$ cat config.mk
export PLATFORM = sky130hd
export DESIGN_NAME = fdivsqrt_int_postproc_flat
export DESIGN_NICKNAME = d
export VERILOG_FILES = /design/src/rtl/fdivsqrt_int_postproc_if.sv /design/src/rtl/fdivsqrt_int_postproc.sv /design/src/flat_wrapper.sv
export SDC_FILE = /design/constraint.sdc
export NUM_CORES = 1
export LEC_CHECK = 0
export BUFFER_PORTS_ARGS = -buffer_cell sky130_fd_sc_hd__buf_2
export CAP_MARGIN = 20
export CORE_MARGIN = 4
export CORE_UTILIZATION = 30
export CTS_CLUSTER_SIZE = 8
export DETAILED_ROUTE_END_ITERATION = 10
export GPL_TIMING_DRIVEN = 1
export PLACE_DENSITY = 0.61
export SLEW_MARGIN = 20
export SYNTH_ARGS = -nofsm -noshare
export SYNTH_HDL_FRONTEND = slang
export SYNTH_SLANG_ARGS = --single-unit
$ cat constraint.sdc
create_clock -name clk -period 4.6 [get_ports clk]
set_input_delay 0.69 -clock clk [delete_from_list [all_inputs] [get_ports clk]]
set_output_delay 0.69 -clock clk [all_outputs]
set_load 0.1 [all_outputs]
$ cat src/rtl/fdivsqrt_int_postproc_if.sv
// Handshake and data bundle between the div/sqrt iterator and its integer back end.
interface fdivsqrt_int_postproc_if #(
    parameter int unsigned XLEN    = 64,
    parameter int unsigned DIVb    = 64,
    parameter int unsigned DIVBLEN = 7
);
    logic               flush;
    logic               in_valid;
    logic               in_ready;
    logic [DIVb:0]      U;
    logic [DIVb+3:0]    W;
    logic [DIVb+3:0]    D;
    logic [DIVBLEN-1:0] IntNormShift;
    logic               RemOp;
    logic               AltB;
    logic               BZero;
    logic               As;
    logic               Bs;
    logic               W64;
    logic [XLEN-1:0]    A;
    logic               out_valid;
    logic               out_ready;
    logic [XLEN-1:0]    IntDivResult;

    // Producer / consumer side
    modport master (
        output flush, in_valid, U, W, D, IntNormShift, RemOp, AltB, BZero, As, Bs, W64, A,
        output out_ready,
        input  in_ready, out_valid, IntDivResult
    );

    // Post-processing block side
    modport slave (
        input  flush, in_valid, U, W, D, IntNormShift, RemOp, AltB, BZero, As, Bs, W64, A,
        input  out_ready,
        output in_ready, out_valid, IntDivResult
    );
endinterface

$ cat src/rtl/fdivsqrt_int_postproc.sv
// Integer back end of the divide/square-root unit: residual correction, multi-cycle
// right shift to integer alignment, sign/W64 fix-up and result handshake.
module fdivsqrt_int_postproc #(
    parameter int unsigned XLEN    = 64,
    parameter int unsigned DIVb    = 64,
    parameter int unsigned DIVBLEN = 7,
    parameter int unsigned SHSTEP  = 16
) (
    input logic clk,
    input logic reset,
    fdivsqrt_int_postproc_if.slave bus
);
    typedef enum logic [1:0] {StIdle, StShift, StSign, StDone} state_e;

    localparam logic [DIVBLEN-1:0] ShStep = DIVBLEN'(SHSTEP);

    state_e             state_q, state_d;
    logic [DIVb+3:0]    pre_q, pre_d;
    logic [DIVBLEN-1:0] rem_q, rem_d;
    logic               rem_op_q, rem_op_d;
    logic               as_q, as_d;
    logic               bs_q, bs_d;
    logic               w64_q, w64_d;
    logic [XLEN-1:0]    result_q, result_d;

    logic               accept;
    logic               w_neg;
    logic [DIVb:0]      u_dec;
    logic [DIVBLEN-1:0] shamt;
    logic               negate;
    logic [XLEN-1:0]    sign_r;
    logic [XLEN-1:0]    special_r;

    // Replicate bit 31 into the upper half for word operations.
    function automatic logic [XLEN-1:0] w64_ext(input logic [XLEN-1:0] r, input logic w64);
        logic [XLEN-1:0] o;
        o = r;
        if (w64) begin
            for (int unsigned i = 32; i < XLEN; i++) begin
                o[i] = r[31];
            end
        end
        return o;
    endfunction

    assign bus.in_ready     = (state_q == StIdle);
    assign bus.out_valid    = (state_q == StDone);
    assign bus.IntDivResult = result_q;

    // flush wins over accept so a flushed cycle never disturbs held state
    assign accept    = bus.in_valid & (state_q == StIdle) & ~bus.flush;
    assign w_neg     = bus.W[DIVb+3];
    assign u_dec     = bus.U - (DIVb+1)'(1);
    assign shamt     = (rem_q < ShStep) ? rem_q : ShStep;
    assign negate    = rem_op_q ? as_q : (as_q ^ bs_q);
    assign sign_r    = negate ? (~pre_q[XLEN-1:0] + XLEN'(1)) : pre_q[XLEN-1:0];
    assign special_r = bus.RemOp ? bus.A : (bus.BZero ? '1 : '0);

    // Next-state and datapath updates for the four-state sequencer
    always_comb begin
        state_d  = state_q;
        pre_d    = pre_q;
        rem_d    = rem_q;
        rem_op_d = rem_op_q;
        as_d     = as_q;
        bs_d     = bs_q;
        w64_d    = w64_q;
        result_d = result_q;
        unique case (state_q)
            StIdle: begin
                if (accept) begin
                    rem_op_d = bus.RemOp;
                    as_d     = bus.As;
                    bs_d     = bus.Bs;
                    w64_d    = bus.W64;
                    if (bus.BZero | bus.AltB) begin
                        result_d = w64_ext(special_r, bus.W64);
                        state_d  = StDone;
                    end else begin
                        if (bus.RemOp) begin
                            pre_d = w_neg ? (bus.W + bus.D) : bus.W;
                        end else begin
                            pre_d = w_neg ? {3'b000, u_dec} : {3'b000, bus.U};
                        end
                        rem_d   = bus.IntNormShift;
                        state_d = (bus.IntNormShift != '0) ? StShift : StSign;
                    end
                end
            end
            StShift: begin
                pre_d = pre_q >> shamt;
                rem_d = rem_q - shamt;
                if (rem_d == '0) begin
                    state_d = StSign;
                end
            end
            StSign: begin
                result_d = w64_ext(sign_r, w64_q);
                state_d  = StDone;
            end
            StDone: begin
                if (bus.out_ready) begin
                    state_d = StIdle;
                end
            end
            default: state_d = StIdle;
        endcase
        if (bus.flush) begin
            state_d = StIdle;
        end
    end

    // State register with synchronous active-low reset
    always_ff @(posedge clk) begin
        if (!reset) begin
            state_q  <= StIdle;
            pre_q    <= '0;
            rem_q    <= '0;
            rem_op_q <= 1'b0;
            as_q     <= 1'b0;
            bs_q     <= 1'b0;
            w64_q    <= 1'b0;
            result_q <= '0;
        end else begin
            state_q  <= state_d;
            pre_q    <= pre_d;
            rem_q    <= rem_d;
            rem_op_q <= rem_op_d;
            as_q     <= as_d;
            bs_q     <= bs_d;
            w64_q    <= w64_d;
            result_q <= result_d;
        end
    end
endmodule

$ cat src/flat_wrapper.sv
// flat-port wrapper written by rule: the top's interface ports become plain ports
module fdivsqrt_int_postproc_flat 
#(
    parameter int unsigned XLEN    = 64,
    parameter int unsigned DIVb    = 64,
    parameter int unsigned DIVBLEN = 7,
    parameter int unsigned SHSTEP  = 16
)
  (clk, reset, bus_flush, bus_in_valid, bus_U, bus_W, bus_D, bus_IntNormShift, bus_RemOp, bus_AltB, bus_BZero, bus_As, bus_Bs, bus_W64, bus_A, bus_out_ready, bus_in_ready, bus_out_valid, bus_IntDivResult);
  fdivsqrt_int_postproc_if #(.XLEN(XLEN), .DIVb(DIVb), .DIVBLEN(DIVBLEN)) bus_i ();
  input logic clk;
  input logic reset;
  input wire logic [$bits(bus_i.flush)-1:0] bus_flush;
  input wire logic [$bits(bus_i.in_valid)-1:0] bus_in_valid;
  input wire logic [$bits(bus_i.U)-1:0] bus_U;
  input wire logic [$bits(bus_i.W)-1:0] bus_W;
  input wire logic [$bits(bus_i.D)-1:0] bus_D;
  input wire logic [$bits(bus_i.IntNormShift)-1:0] bus_IntNormShift;
  input wire logic [$bits(bus_i.RemOp)-1:0] bus_RemOp;
  input wire logic [$bits(bus_i.AltB)-1:0] bus_AltB;
  input wire logic [$bits(bus_i.BZero)-1:0] bus_BZero;
  input wire logic [$bits(bus_i.As)-1:0] bus_As;
  input wire logic [$bits(bus_i.Bs)-1:0] bus_Bs;
  input wire logic [$bits(bus_i.W64)-1:0] bus_W64;
  input wire logic [$bits(bus_i.A)-1:0] bus_A;
  input wire logic [$bits(bus_i.out_ready)-1:0] bus_out_ready;
  output wire logic [$bits(bus_i.in_ready)-1:0] bus_in_ready;
  output wire logic [$bits(bus_i.out_valid)-1:0] bus_out_valid;
  output wire logic [$bits(bus_i.IntDivResult)-1:0] bus_IntDivResult;
  assign bus_i.flush = bus_flush;
  assign bus_i.in_valid = bus_in_valid;
  assign bus_i.U = bus_U;
  assign bus_i.W = bus_W;
  assign bus_i.D = bus_D;
  assign bus_i.IntNormShift = bus_IntNormShift;
  assign bus_i.RemOp = bus_RemOp;
  assign bus_i.AltB = bus_AltB;
  assign bus_i.BZero = bus_BZero;
  assign bus_i.As = bus_As;
  assign bus_i.Bs = bus_Bs;
  assign bus_i.W64 = bus_W64;
  assign bus_i.A = bus_A;
  assign bus_i.out_ready = bus_out_ready;
  assign bus_in_ready = bus_i.in_ready;
  assign bus_out_valid = bus_i.out_valid;
  assign bus_IntDivResult = bus_i.IntDivResult;
  fdivsqrt_int_postproc #(.XLEN(XLEN), .DIVb(DIVb), .DIVBLEN(DIVBLEN), .SHSTEP(SHSTEP)) u_core (.clk(clk), .reset(reset), .bus(bus_i));
endmodule
-- Word-level counts from Yosys, hierarchy flattened
Index checks and enable logic that the tools add are counted.
- memories: 0
- input bits: 283
- latch bits: 0
- ROM bits: 0
- flip-flop bits (word level): 145
- memory bits (writable): 0
- output and inout port bits: 66
- word-level logic and storage cells: 64
- bitwise logic cells: 7
- divide/modulo/power cells: 0
- magnitude comparators: 1
- multiplexer cells: 25
- $add $sub $neg: 4
- shift operators: 1
- multipliers: 0
- reductions and logical operators: 10
- equality and inequality tests: 8
- operators by type and width (kind ; number):
    64-bit 2-to-1 mux ; 5
    68-bit 2-to-1 mux ; 4
    68-bit one-hot mux with 2 select lines ; 1
    64-bit one-hot mux with 2 select lines ; 1
    68-bit adder ; 1
    68-bit by 7-bit >> shifter with 68-bit output ; 1
    65-bit 2-to-1 mux ; 1
    65-bit by 1-bit subtractor with 65-bit output (second input constant) ; 1
    64-bit by 1-bit adder with 64-bit output (second input constant) ; 1
    32-bit 2-to-1 mux ; 2
    64-bit inverter ; 1
    7-bit 2-to-1 mux ; 3
    7-bit one-hot mux with 2 select lines ; 1
    2-bit 2-to-1 mux ; 5
    3-bit AND reduction ; 3
    2-bit one-hot mux with 4 select lines ; 1
    7-bit zero test ; 1
    7-bit by 5-bit less-than comparator with 1-bit output (second input constant) ; 1
    7-bit nonzero test ; 1
    7-bit subtractor ; 1
    2-bit by 1-bit != test with 1-bit output (second input constant) ; 3
    2-bit == test (second input constant) ; 2
    2-bit != test (second input constant) ; 2
    2-bit nonzero test ; 2
    other kinds (9) ; 11

-- Logic depth before layout (Yosys ltp)
Gate-level depths: netlist (run 1).
- depth in word-level cells: 6
- gate-level depth with buffers: 15
- gate-level depth less buffers: 15

-- Worst setup path before layout (run 1)
Ideal clock, no wire load.
- path kind: in2reg
- from: in bus_U[33]
- to: reg u_core.pre_q[64]
- data required time: 4.526 ns
- library setup time: 0.074 ns
- arrival time: 3.692 ns
- cell stages on the path: 13
- buffers on the path: 1
- path slack: 0.834 ns
- path through: nor3_1 -> nand2b_1 -> or3_1 -> nor4_1 -> nand3b_1 -> nand2b_1 -> or2_1 -> clkbuf_1 -> nor4b_1 -> mux2_2 -> o31ai_1 -> o211ai_1 -> a31oi_1
- cells in the longest elaborated chain, start to end: 6
- RTL lines (item ; line ; source):
    from (decl) ; flat_wrapper.sv:15 ; input wire logic [$bits(bus_i.U)-1:0] bus_U;
    65-bit by 1-bit subtractor with 65-bit output ; fdivsqrt_int_postproc.sv:53 ; assign u_dec = bus.U - (DIVb+1)'(1);
    65-bit 2-to-1 mux ; fdivsqrt_int_postproc.sv:83 ; pre_d = w_neg ? {3'b000, u_dec} : {3'b000, bus.U};
    68-bit 2-to-1 mux ; fdivsqrt_int_postproc.sv:80 ; if (bus.RemOp) begin
    68-bit 2-to-1 mux ; fdivsqrt_int_postproc.sv:76 ; if (bus.BZero | bus.AltB) begin
    68-bit 2-to-1 mux ; fdivsqrt_int_postproc.sv:71 ; if (accept) begin
    68-bit one-hot mux with 2 select lines ; fdivsqrt_int_postproc.sv:69 ; unique case (state_q)
    to (signal assigned) ; fdivsqrt_int_postproc.sv:126 ; pre_q <= pre_d;
    to (decl) ; fdivsqrt_int_postproc.sv:18 ; logic [DIVb+3:0] pre_q, pre_d;
Every way passes these cells. The select of a mux whose other input is x is not followed.
A chain may end at the register's enable or synchronous reset.

-- Worst setup path in the final report (run 1)
- from: in bus_W[0]
- to: reg u_core.pre_q[66]
- cells in the longest elaborated chain, start to end: 6
- RTL lines (item ; line ; source):
    from (decl) ; flat_wrapper.sv:16 ; input wire logic [$bits(bus_i.W)-1:0] bus_W;
    68-bit adder ; fdivsqrt_int_postproc.sv:81 ; pre_d = w_neg ? (bus.W + bus.D) : bus.W;
    68-bit 2-to-1 mux ; fdivsqrt_int_postproc.sv:81 ;
    68-bit 2-to-1 mux ; fdivsqrt_int_postproc.sv:80 ;
    68-bit 2-to-1 mux ; fdivsqrt_int_postproc.sv:76 ;
    68-bit 2-to-1 mux ; fdivsqrt_int_postproc.sv:71 ;
    68-bit one-hot mux with 2 select lines ; fdivsqrt_int_postproc.sv:69 ;
Every way passes these cells. The select of a mux whose other input is x is not followed.

==> results of run 1 <==
==> Yosys cell counts (4+ instances only) <==
master    instances
nor3_1           53
o22ai_1           8
a21oi_1         287
a221oi_1          7
or3_1            15
nand4_1          24
buf_2            14
xor2_1           85
and3_1           18
o211ai_1         21
mux2_2           18
mux2i_1         213
nand2b_1         18
o21bai_1         14
nand3b_1          5
inv_1            35
o32ai_1           5
a32o_1           31
o221a_2           5
nand3_1          22
a21o_1           41
a21boi_0          4
a311oi_1          9
o21a_1            9
nor2_1          239
a221o_1           4
a211oi_1        114
o21ai_0         204
dfxtp_1         145
clkbuf_1        179
o221ai_1         16
nor4_1           24
a31oi_1          31
or4_1            13
o41ai_1           9
ha_1             74
buf_1            18
xnor2_1          97
and2_1           20
o31ai_1          13
nand2_1         212
nor2b_1          15
a22oi_1           4
==> path summary, 6_finish.rpt <==
check	to	slack, ps	depth (start not counted)
max	u_core.pre_q[66]	510	16
min	u_core.bs_q	460	3
max reg2reg	u_core.bus.IntDivResult[63]	590	12
min reg2reg	u_core.bus.IntDivResult[50]	460	1
==> final cells by class <==
cell class,instances,area [sq um],area share [%]
multi-input combinational,2061,13700,66.4
sequential,145,2900,14.1
timing repair buffer,419,2290,11.1
tap,765,957,4.64
clock buffer,18,439,2.13
clock inverter,13,188,0.910
inverter,37,139,0.674
antenna,3,7.51,0.0364
==> kinds of logic after synthesis <==
family                     synth area share (%)
adders and majority gates                  5.41
and+or+nand+nor                            18.8
muxes                                      13.5
buffers and inverters                      5.49
xor gates and xnor gates                   9.11
AOI/OAI and AO/OA                          31.1
DFF                                        16.6
other                                    0.0214
==> layer usage <==
layer  vias up  part of all wire (%)  global-route usage, %
met2       751                    44                   35.4
li1       9536                     -                      -
met1      9111                    48                   32.5
met4         4                   1.8                   5.18
met5         -                 0.035                      0
met3        81                   6.1                   3.17
==> registers in the layout, summed over array words and instances (netlist names) <==
signal	count
u_core.as_q	1
u_core.bs_q	1
u_core.bus.IntDivResult	64
u_core.pre_q	68
u_core.rem_op_q	1
u_core.rem_q	7
u_core.state_q	2
u_core.w64_q	1
==> power by group through the flow <==
stage               registers, uW  logic, uW  clock network, uW
finish                       1460       2530               1540
global route                 1470       2740               1610
CTS                          1450       2510               1560
detailed placement           1480       2500                  0
global placement             1480       2500                  0
floorplan                    1820       1410                  0
==> metrics by stage <==
step | cell area [sq um] | hold WS (ps) | total power [uW] | worst slack, ps
2_1_floorplan | 17500 | 455 | 3230 | 834
3_3_place_gp | 20000 | 442 | 3980 | 109
3_5_place_dp | 20000 | 450 | 3990 | 91.1
4_1_cts | 20600 | 440 | 5530 | 573
5_1_grt | 20600 | 449 | 5820 | 317
6_report | 20600 | 460 | 5520 | 511
==> worst max-delay path: cells and delay by family <==
kind	cells	cell delay (ps)
AO/OA/AOI/OAI	8	2240
AND/OR/NAND/NOR	3	670
adder cells (fa/ha/maj)	2	590
buffers and inverters	2	160
XOR/XNOR	1	130
==> layout by cell type (no fill, tap or decap), types with 13 or more instances in the layout <==
master	count
o211ai_1	21
inv_1	35
clkbuf_16	17
o21bai_1	14
nand3_1	22
a21o_1	40
buf_4	71
nand2_1	211
and2_1	18
nor4_1	24
nand2b_1	18
buf_2	347
o31ai_1	13
a32o_1	31
nor3_1	52
nor2_1	239
o21ai_0	204
a21oi_1	287
xor2_1	84
mux2i_1	213
o221ai_1	16
or4_1	13
nor2b_1	14
a211oi_1	114
a31oi_1	31
nand4_1	24
mux2_2	18
or3_1	14
ha_1	72
xnor2_1	96
and3_1	18
dfxtp_1	145
==> run metrics, run 1 <==
status finished, final reports clean; Hold WC Path Type in -> reg; Final Non-Filler Cells 3461; share of cells above drive strength 1 18.7%; Post-CTS Setup Repair Bufs 0; fill count 6277; Least-Margin Pin Slew 930 ps; Post-synth ARST share 0%; die footprint 62200 sq um; fin crit period 4090 ps; Yosys cell types 81; Avg WL per Cell 21.2 microns; Placed Cells 3427; CTS buffer count 17; Area Overhead vs Synth 17.9%; core area 57700 sq um; Worst path max stage delay 470 ps; initial drt markers 1878; Final Max Tran Viols 0; TritonRoute pass-1 iters 6; Critical Path Source Type input pin; Total GRT Usage 22.5%; CTS Hold Buffers Added 0; LEAKAGE 0.00833 uW; clk slew on worst S/H paths 70 ps; Mapped Nets 2813; Fin. Hold Viols 0; number of flops mapped to enable cells by yosys 0; sw frac 44.1%; Worst Path Max Fanout 4; number of remaining DRC errors 0; Final Wtd Congestion 0.940; Seq pwr share 26.4%; hold path start bus_Bs; CP endpoint kind register; clock share of power 27.8%; CP arrival 4490 ps; final core occ 35.7%; initial antenna violation count 4; CTS root buf clkbuf_16; largest net degree at the start of global routing 84; Sw Pwr 2430 uW; overflow left after global routing 0; final WL 73.3 mm; insertion delay to the later sink of the worst-skew pair 470 ps; Req. time, crit path 5000 ps; Syn Inst Count 2455; placement row count 88; P per Cell Area 268 nW/um^2; clk sink count 145; Setup TNS Final 0 ps; CP startpoint bus_W[0]; # IOs 349; CTS tree done; Max-slew headroom 38.0%; Initial Utilization 30.3%; Synth Flop Type dfxtp_1; # setup viols final 0; Max Root-Sink Buffers 2; largest cells by area after synthesis dfxtp_1 (17%), mux2i_1 (12%), a21oi_1 (8.2%), o21ai_0 (5.8%), ha_1 (5.3%); detailed placement HPWL 57.9 mm; Synth area leader dfxtp_1; via count 19500; post-synthesis sequential area ratio 16.6%; FF+latch count, synth 145; worst flop-to-flop path startpoint u_core.pre_q[1]; worst-path cell chain buf_2 > ha_1 > inv_1 > fa_1 > nor2b_1 > o211ai_1 > a41oi_1 > o2111a_1 > o21ai_0 > a21oi_1 > o21ai_0 > or3_1 > a221o_1 > xnor2_1 > nand2_1 > a21oi_1; Synth top area share 16.6%; crit path kind in -> reg; Max Freq 245 MHz; H-tree levels 4; vias per inst 5.63; maximum vdd drop 0.000288 V; combinational fraction of design power 45.7%; antenna viol nets, final 0; Max-cap violations 0; worst clock skew 14.7 ps; PortBufs 348; final worst-path cycle share 88.9%; Crit-path slowest cell a41oi_1; vias in the first global route 18900; die height 249 microns; CTS resizes 0; internal power 3090 uW; Syn Area/Cell 7.13 sq um; first-pass GRT wire length 113 mm; RSZ-0062 raised after global routing no; area of the mapped netlist 17500 sq um; die width 249 microns; yosys warns 0; Final #Nets 3039
No activity file was read; power rests on OpenSTA's default activity.
==> run 2: changes to the inputs <==
ABC_AREA = 1   (was default)
PLACE_DENSITY = 0.6   (was 0.61)
==> run metrics, run 2 <==
Req. time, crit path 4970 ps; final core occ 34.5%; CTS Hold Buffers Added 0; share of cells above drive strength 1 10.5%; Area Overhead vs Synth 13.7%; Largest register FFs 68; WP buf/inv 3; # setup viols final 0; vias in the first global route 26400; Fin. Hold Viols 0; die footprint 78700 sq um; Total GRT Usage 25.5%; Worst path max stage delay 840 ps; TritonRoute pass-1 iters 8; # IOs 349; post-synthesis sequential area ratio 13.0%; Worst Path Max Fanout 52; vias per inst 5.15; register area 2900 sq um; die width 281 microns; P per Cell Area 283 nW/um^2; Mapped Nets 4790; Initial Utilization 30.4%; fill count 8672; most common cell in the netlist nand2_1; footprint of the multi-input gates 16500 sq um; Post-synth ARST share 0%; Max Root-Sink Buffers 2; worst-path cell chain inv_2 > nor2_2 > inv_2 > nand3_1 > nand3_1 > o211ai_1 > inv_1 > a21oi_1; Least-Margin Pin Slew 1070 ps; commonest non-fill, non-tap cell in the layout nand2_1; detailed placement HPWL 85.3 mm; CP endpoint kind register; Final Wtd Congestion 1.00; Final Max Tran Viols 0; Seq pwr share 21.9%; area of the mapped netlist 22300 sq um; LEAKAGE 0.0131 uW; Critical Path Source Type register; Setup TNS Final 0 ps; die height 281 microns; Final Non-Filler Cells 5629; fin area 25300 sq um; clock share of power 19.4%; initial drt markers 3205; Crit path max-delay family simple AND/OR/NAND/NOR gates; busiest grt layer met2; clk slew on worst S/H paths 70 ps; number of flops mapped to enable cells by yosys 0; Synth area leader nand2_1; maximum vdd drop 0.000228 V; insertion delay to the later sink of the worst-skew pair 450 ps; top cells by count, synth nand2_1 (1583), inv_1 (554), nor2_1 (500); antenna viol nets, final 0; final WL 105 mm; Hold WC Path Type reg -> reg; combinational fraction of design power 58.7%; H-tree levels 4; most frequent cells in the layout nand2_1 (1582), inv_1 (553), nor2_1 (499), nand3_1 (392), buf_2 (346); CTS tree done; Placed Cells 5586; M1 GR Usage 34.8%; Post-CTS Setup Repair Bufs 0; crit path kind reg -> reg; first-pass GRT wire length 156 mm; Synth top area share 26.7%; overflow left after global routing 0; Synth Flop Type dfxtp_1; via count 29000; Final #Nets 5005; largest net degree at the start of global routing 126; GR Layer Usage met2 41.1%; yosys warns 0; RSZ-0062 raised after global routing no; final worst-path cycle share 69.4%; Max-cap violations 0; Yosys cell types 54; CTS resizes 0; Crit-path slowest cell dfxtp_1; clk sink count 145; Global Route met3 Usage 3.24%; CTS buffer count 17; Max-slew headroom 28.9%; core area 73300 sq um; Syn Inst Count 4432; most flop-heavy register u_core.pre_q; fin crit period 3190 ps; Tot Pwr 7170 uW; FF+latch count, synth 145; Avg WL per Cell 18.7 microns; CP arrival 3570 ps; sw frac 53.9%; Sw Pwr 3870 uW; worst clock skew 13.0 ps; internal power 3310 uW; Syn Area/Cell 5.03 sq um; placement row count 99; status finished, final reports clean; PortBufs 348; initial antenna violation count 19; CTS root buf clkbuf_16; Placement Cell Area 24700 sq um; number of remaining DRC errors 0; Max Freq 313 MHz; largest cells by area after synthesis nand2_1 (27%), dfxtp_1 (13%), inv_1 (9.3%), nand3_1 (8.8%), nor2_1 (8.4%)
==> run 2: area by class of cell <==
| cell class | instances | share of cell area (%) |
|---|---|---|
| multi-input cells | 3538 | 65.1 |
| clock buffers | 19 | 1.75 |
| inverters | 568 | 8.42 |
| well taps | 959 | 4.74 |
| clock inverters | 13 | 0.449 |
| diodes | 10 | 0.0988 |
| repair buffers | 377 | 7.95 |
| flip-flops and latches | 145 | 11.5 |
==> run 2: worst paths after layout <==
| kind | startpoint | end | slack [ps] | cells past startpoint |
|---|---|---|---|---|
| setup / recovery | u_core.rem_q[3] | u_core.pre_q[51] | 1410 | 8 |
| hold / removal | u_core.bus.IntDivResult[19] | u_core.bus.IntDivResult[19] | 460 | 2 |
| setup reg to reg | u_core.rem_q[3] | u_core.pre_q[51] | 1410 | 8 |
| hold reg to reg | u_core.bus.IntDivResult[19] | u_core.bus.IntDivResult[19] | 460 | 2 |
==> run 2: worst min-delay path, cell delays in order, from the launching register on <==
cell	delay, ps
dfxtp_1	310
nand2_1	60
a21oi_1	50
==> run 2: cells by family after synthesis <==
logic type	after synthesis	synth area share [%]
XOR/XNOR	72	2.83
flip-flops	145	13.0
other	1	0.0168
buffers and inverters	749	13.1
AND/OR/NAND/NOR	2632	48.6
multiplexers	7	0.370
adder cells (fa/ha/maj)	75	4.24
AO/OA/AOI/OAI	751	17.8
==> run 2: per-stage QoR <==
step,setup slack [ps],hold WS (ps)
6_report,1410,462
5_1_grt,1290,483
4_1_cts,1440,449
3_5_place_dp,1430,454
3_3_place_gp,1370,451
2_1_floorplan,1810,478
==> run 2: power groups by stage <==
stage	Combinational [uW]	Sequential, uW	Clock (uW)
6_report	4210	1570	1390
5_1_grt	4630	1580	1470
4_1_cts	4120	1560	1410
3_5_place_dp	4110	1590	0
3_3_place_gp	4100	1590	0
2_1_floorplan	2620	1820	0
==> run 2: layer usage <==
metal,part of all wire (%),vias up,wire (microns)
met3,7.6,209,7990
met4,4.2,6,4390
li1,-,14500,-
met2,44,1213,46800
met1,44,13000,46000
met5,0.039,-,41
